===== config.mk =====
export PLATFORM = sky130hd
export DESIGN_NAME = flash_prog_sequencer
export DESIGN_NICKNAME = d
export VERILOG_FILES = /design/src/rtl/flash_prog_sequencer.sv
export SDC_FILE = /design/constraint.sdc
export NUM_CORES = 1
export LEC_CHECK = 0
export CORE_ASPECT_RATIO = 0.5
export CORE_MARGIN = 10
export CORE_UTILIZATION = 38
export DETAILED_ROUTE_END_ITERATION = 10
export PLACE_DENSITY = 0.66
export SYNTH_ARGS = -nofsm -noshare
export SYNTH_HDL_FRONTEND = slang
export SYNTH_SLANG_ARGS = --single-unit

===== constraint.sdc =====
create_clock -name clk -period 5 [get_ports clk]
set_input_delay 1.25 -clock clk [delete_from_list [all_inputs] [get_ports clk]]
set_output_delay 1.25 -clock clk [all_outputs]
set_load 0.005 [all_outputs]

===== src/rtl/flash_prog_sequencer.sv =====
// Flash programming sequencer: detects the UART sync sequence, holds the core
// and streams received byte pairs as 16-bit words into flash port A.
module flash_prog_sequencer #(
  parameter int unsigned ADDR_W  = 14,
  parameter int unsigned TIMEOUT = 5000000,
  parameter logic [7:0]  SYNC0   = 8'd169,
  parameter logic [7:0]  SYNC1   = 8'd68,
  parameter logic [7:0]  SYNC2   = 8'd69
) (
  input  logic              clk,
  input  logic              reset,
  input  logic [7:0]        rx_data,
  input  logic              rx_toggle,
  input  logic [ADDR_W-1:0] cpu_addr,
  output logic [ADDR_W-1:0] flash_addr,
  output logic [15:0]       flash_wdata,
  output logic              flash_we,
  output logic              prog_mode,
  output logic              cpu_hold,
  output logic [ADDR_W-1:0] word_count
);
  localparam int unsigned     TO_W    = $clog2(TIMEOUT + 1);
  localparam logic [TO_W-1:0] TO_LOAD = TO_W'(TIMEOUT - 1);

  typedef enum logic [2:0] {
    HUNT0, HUNT1, HUNT2, WAIT_HI, WAIT_LO, WRITE, EXIT
  } state_t;

  state_t            state, state_n;
  logic              rx_toggle_p0;
  logic              armed_p0;
  logic              byte_vld;
  logic              in_sess;
  logic              timed_out;
  logic              start, adv, ld_hi, ld_lo;
  logic [TO_W-1:0]   to_cnt;
  logic [ADDR_W-1:0] wr_addr;

  // Byte-event detection: the first cycle after reset only primes the copy
  assign byte_vld = armed_p0 && (rx_toggle != rx_toggle_p0);

  always_ff @(posedge clk or negedge reset) begin
    if (!reset) begin
      rx_toggle_p0 <= 1'b0;
      armed_p0     <= 1'b0;
    end else begin
      rx_toggle_p0 <= rx_toggle;
      armed_p0     <= 1'b1;
    end
  end

  assign in_sess   = (state == WAIT_HI) || (state == WAIT_LO) || (state == WRITE);
  assign timed_out = (to_cnt <= TO_W'(1));

  always_ff @(posedge clk or negedge reset) begin
    if (!reset) state <= HUNT0;
    else        state <= state_n;
  end

  always_comb begin
    state_n   = state;
    start     = 1'b0;
    adv       = 1'b0;
    ld_hi     = 1'b0;
    ld_lo     = 1'b0;
    flash_we  = 1'b0;
    prog_mode = 1'b0;
    unique case (state)
      HUNT0: if (byte_vld && rx_data == SYNC0) state_n = HUNT1;
      HUNT1: begin
        if (byte_vld) begin
          if (rx_data == SYNC1)      state_n = HUNT2;
          else if (rx_data == SYNC0) state_n = HUNT1;
          else                       state_n = HUNT0;
        end
      end
      HUNT2: begin
        if (byte_vld) begin
          if (rx_data == SYNC2) begin
            state_n = WAIT_HI;
            start   = 1'b1;
          end else if (rx_data == SYNC0) begin
            state_n = HUNT1;
          end else begin
            state_n = HUNT0;
          end
        end
      end
      WAIT_HI: begin
        prog_mode = 1'b1;
        if (byte_vld) begin
          ld_hi   = 1'b1;
          state_n = WAIT_LO;
        end else if (timed_out) begin
          state_n = EXIT;
        end
      end
      WAIT_LO: begin
        prog_mode = 1'b1;
        if (byte_vld) begin
          ld_lo   = 1'b1;
          state_n = WRITE;
        end else if (timed_out) begin
          state_n = EXIT;
        end
      end
      WRITE: begin
        prog_mode = 1'b1;
        flash_we  = 1'b1;
        adv       = 1'b1;
        // A byte landing during the write cycle starts the next word
        if (byte_vld) begin
          ld_hi   = 1'b1;
          state_n = WAIT_LO;
        end else if (timed_out) begin
          state_n = EXIT;
        end else begin
          state_n = WAIT_HI;
        end
      end
      EXIT: begin
        prog_mode = 1'b1;
        state_n   = HUNT0;
      end
      default: state_n = HUNT0;
    endcase
  end

  assign cpu_hold   = prog_mode;
  assign flash_addr = prog_mode ? wr_addr : cpu_addr;

  always_ff @(posedge clk or negedge reset) begin
    if (!reset) begin
      wr_addr     <= '0;
      word_count  <= '0;
      flash_wdata <= '0;
      to_cnt      <= '0;
    end else begin
      if (start) begin
        wr_addr    <= '0;
        word_count <= '0;
      end else if (adv) begin
        wr_addr    <= wr_addr + 1'b1;
        word_count <= word_count + 1'b1;
      end
      if (ld_hi) flash_wdata[15:8] <= rx_data;
      if (ld_lo) flash_wdata[7:0]  <= rx_data;
      // Idle timer restarts on session entry and on every in-session byte
      if (start || (in_sess && byte_vld)) to_cnt <= TO_LOAD;
      else if (in_sess && to_cnt != '0)   to_cnt <= to_cnt - 1'b1;
    end
  end
endmodule

After elaboration in Yosys (flattened, before gate mapping)
Index checks and enable logic that the tools add are counted.

storage, ports and cells
  flip-flop bits (word level) = 72
  input port bits = 25
  output and inout bits = 47
  word-level logic and storage cells = 66

cells by class
  $add $sub $neg = 3
  magnitude comparators = 1
  equal/unequal tests = 13
  mux-type cells = 27
  reduce and logical (&&, ||, !) cells = 14

operator list
  kind                                                                    number
  14-bit 2-to-1 mux                                                       5
  23-bit 2-to-1 mux                                                       2
  14-bit by 1-bit adder with 14-bit output, second input constant         2
  3-bit 2-to-1 mux                                                        9
  23-bit by 1-bit <= comparator with 1-bit output, second input constant  1
  23-bit nonzero test                                                     1
  23-bit by 1-bit subtractor with 23-bit output, second input constant    1
  3-bit one-hot mux with 6 select lines                                   1
  8-bit by 7-bit == test with 1-bit output, second input constant         2
  3-bit == test, second input constant                                    3
  1-bit 2-to-1 mux                                                        9
  8-bit == test, second input constant                                    1
  3-bit by 2-bit == test with 1-bit output, second input constant         2
  2-bit != test, second input constant                                    3
  1-bit logical AND                                                       4
  2-bit nonzero test                                                      2
  4-bit OR reduction                                                      1
  3-bit by 1-bit == test with 1-bit output, second input constant         1
  3-bit logical NOT                                                       1
  1-bit logical OR                                                        3
  3-bit AND reduction                                                     1
  2-bit 2-to-1 mux                                                        1
  2-bit OR reduction                                                      1
  1-bit != test                                                           1

Logic depth before layout (Yosys ltp)
  depth in word-level cells = 6
  gate-level depth with buffers = 7
  depth with buffers taken out = 7

Least setup slack after synthesis
No wires, ideal clock.

  kind = register to output
  from = register state[0]
  to = output flash_addr[10]
  arrival time = 1.698 ns
  data required time = 3.750 ns
  slack = 2.052 ns
  stages on the path, launching flop included = 6
  path buffers = 2
  path through = dfrtp_1 -> buf_2 -> a21boi_0 -> nor2_1 -> buf_2 -> mux2_2

on the way
  longest elaborated chain between the ends = 4
  elaborated cells on any way between the ends = 7
  those cells by class = 4 x eq/ne; 2 x mux; 1 x reduce/logical

RTL lines
  what                                                                              RTL line  RTL
  from (decl)                                                                       29        state_t state, state_n;
  from (signal assigned)                                                            57        else state <= state_n;
  3-bit by 2-bit == test with 1-bit output / 3-bit == test (equally long branches)  68        unique case (state)
  4-bit OR reduction (no source line) (*)                                           -
  1-bit 2-to-1 mux (*)                                                              68
  14-bit 2-to-1 mux (*)                                                             130       assign flash_addr = prog_mode ? wr_addr : cpu_addr;
  to (decl)                                                                         15        output logic [ADDR_W-1:0] flash_addr,

Mark *: on every way between the ends. The rest lies on a longest branch, timed or not.

Final worst setup path
  from = input cpu_addr[1]
  to = output flash_addr[1]

on the way
  longest elaborated chain between the ends = 1

RTL lines
  what               RTL line  RTL
  from (decl)        14        input logic [ADDR_W-1:0] cpu_addr,
  14-bit 2-to-1 mux  130

Every way passes these cells.

==> impl_metrics.yaml <==
placed_design:
  port_buffers: 71
  dpl.hpwl_um: 6510
  dpl_cell_area_mm2: 0.00476
  dpl_worst_slack_ps: 1370
  dp.cells: 581
  place.gp.congestion: 0.787
route:
  via_per_inst: 5.16
  drcViolationCount: 0
  routed_wl_um: 8970
  vias: 3073
  ant_nets: 0
  drt_iter0_markers: 190
  wl_per_cell_um: 15.1
  drtPass1Iterations: 4
cells_and_area:
  design_area_mm2: 0.00504
  drive_above_1_share_pct: 12.9
  synthToLayoutAreaGrowth_pct: 28.7
  layoutNonFillerInstCount: 596
  fillCellCount: 925
  diodes: 0
  nNetsFinal: 482
  final_common_cell: "dfrtp_1"
  final_cell_mix: "dfrtp_1, clkdlybuf4s50_1, nor2_1"
global_routing:
  grt_first_pass_wirelength_um: 15700
  grt_antenna_before_repair: 0
  grt_use_total_pct: 12.4
  grt_start_max_net_pins: 40
  grt_pass1_vias: 3235
  globalRoute.totalOverflow: 0
critical_path:
  crit_type: "input pin to output pin"
  cp_max_fo: 1
  cp.required_ps: 3750
  start_kind: "input pin"
  rrSetupSlack_ps: 2580
  rr_startpoint: "to_cnt[0]$_DFFE_PN0P_"
  rr_endpoint: "to_cnt[10]$_DFFE_PN0P_"
  critPathCaptureType: "output pin"
  cp.arrival_ps: 2370
  r2r_cells: 7
power:
  power_leakage_nw: 1.89
  p_per_area_mw_per_mm2: 415
  power_switching_w: 0.000646
  peakVddDrop_uv: 154
  clkPwrFrac_pct: 27.9
  pwr-share-seq_pct: 44.9
  p_int_w: 0.00145
  power_frac_comb_pct: 27.2
  sw_frac_of_total_pct: 30.9
clock_tree:
  clock_path_buffers: 2
  clk-insertion-delay-late_ps: 330
  cts.clk_slew.worst_paths_ps: 50
  hold_buffers: 0
  root_buffer: "clkbuf_16"
  numClockSinks: 72
  cts_htree_levels: 3
  cts-resized-gates: 0
  cts-buffers-inserted: 9
  cts_tree: "built"
  cts_setup_buffers: 0
timing:
  hold_violations: 0
  fin_skew_ps: 8.34
  holdWs_ps: 502
  rsz0062_at_grt: "no"
  setup_ws_ps: 1380
  finalCritPeriodShare_pct: 72.4
  setup-violations-final: 0
  fmax_mhz: 276
  slew_headroom_pct: 41.2
  finalCriticalPeriod_ps: 3620
  fin_setup_tns_ps: 0
  worstMarginPinSlew_ps: 882
  final_max_slew_viol_count: 0
synth:
  synth_nets: 409
  netlist_instances: 379
  synth_edf_count: 0
  synth_area_leaders: "dfrtp_1, mux2_2, xor2_1"
  ys_seq_area_share_pct: 46.1
  synth_warnings: 0
  synth_seq_cells: 72
  synthArstFlopShare_pct: 100
  synth_area_mm2: 0.00391
  synth_top_area_share_pct: 46.1
  synth_top_area_cell: "dfrtp_1"
  synth.avg_cell_area_um2: 10.3
  synth.distinct_cells: 54
  synth-main-ff-cell: "dfrtp_1"
hold_path:
  min_path_type: "register to register"
  hold_path.startpoint: "flash_wdata[6]$_DFFE_PN0P_"
  min_path_cells: 1
  worst_hold_path.endpoint: "flash_wdata[6]$_DFFE_PN0P_"
floorplan:
  fp.dieW_um: 164
  initial_core_util_pct: 38.7
  die-area_mm2: 0.0150
  rows: 26
  die_h_um: 91.8
  ioPinCount: 72
  coreArea_mm2: 0.0101
status:
  status: "finished, final reports clean"
job:
  drv_cap: 0
[per-stage QoR]
step / util (%) / total power [W]
2_1_floorplan: - / 0.00122
3_3_place_gp: 47.1 / 0.00150
3_5_place_dp: 47.1 / 0.00152
4_1_cts: 49.8 / 0.00212
5_1_grt: 49.8 / 0.00224
6_report: 49.8 / 0.00209
[power by group through the flow]
| stage | combinational [W] | sequential, W | clock [W] |
|---|---|---|---|
| floorplan | 0.000315 | 0.000906 | 0 |
| global placement | 0.000562 | 0.000943 | 0 |
| detailed placement | 0.000576 | 0.000947 | 0 |
| CTS | 0.000579 | 0.000940 | 0.000601 |
| global route | 0.000641 | 0.000970 | 0.000628 |
| finish | 0.000568 | 0.000941 | 0.000584 |
[cell families after synthesis]
kind of cell,share of synthesized area (%)
adder cells (fa/ha/maj),1.85
other,0.0958
AO/OA/AOI/OAI,8.41
buffers and inverters,2.01
AND/OR/NAND/NOR,23.7
multiplexers,9.37
flip-flops,46.1
XOR/XNOR,8.51
[layer usage]
layer | up-vias | track usage (%) | wire length [um]
met3 | 7 | 3.39 | 365
met5 | - | 0 | 0
li1 | 1500 | - | -
met1 | 1518 | 15.0 | 4150
met2 | 48 | 21.4 | 4360
met4 | 0 | 3.55 | 95
[Yosys cell counts, types with 2 or more instances]
cell	instances
a21oi_1	9
or4_1	5
nor4_4	2
and3b_1	2
nand4_1	8
o21a_1	4
a211oi_1	3
mux2i_1	4
nor2_1	53
a21boi_0	2
and2_1	3
nand3_1	15
and4_1	7
and3_1	5
nor3_1	8
nand2b_1	4
or3_1	8
ha_1	5
mux2_2	29
dfrtp_1	72
nand3b_1	2
o211ai_1	3
a31oi_1	2
nor2b_1	2
xnor2_1	13
nand4b_1	2
or2_2	2
nor4_1	5
inv_1	5
xor2_1	25
o31ai_1	5
clkbuf_1	6
o21ai_0	9
buf_2	6
nand2_1	25
[worst max-delay path, cell delays in order]
cell and delay (ps):
clkdlybuf4s50_1 400, mux2_2 260, clkdlybuf4s50_1 460
[state kept, by name, summed over array words and instances (netlist names)]
signal / flops
rx_toggle_p0: 1
armed_p0: 1
wr_addr: 14
state: 3
word_count: 14
to_cnt: 23
flash_wdata: 16
[worst max-delay path by stage]
stage                         startpoint              to
global placement            cpu_addr[11]  flash_addr[11]
global route        state[0]$_DFFE_PN0P_   flash_addr[7]
detailed placement           cpu_addr[1]   flash_addr[1]
finish                       cpu_addr[1]   flash_addr[1]
floorplan           state[0]$_DFFE_PN0P_  flash_addr[10]
CTS                 state[0]$_DFFE_PN0P_   flash_addr[0]
[layout make-up]
class                      instances  area, um^2  area share (%)
inverter                           5        18.8           0.373
clock buffer                      12         256            5.09
sequential                        72        1800            35.8
timing repair buffer              75         736            14.6
tap                              140         175            3.48
multi-input combinational        289        2030            40.3
clock inverter                     3        17.5           0.348
No activity file was read; power rests on OpenSTA's default activity.
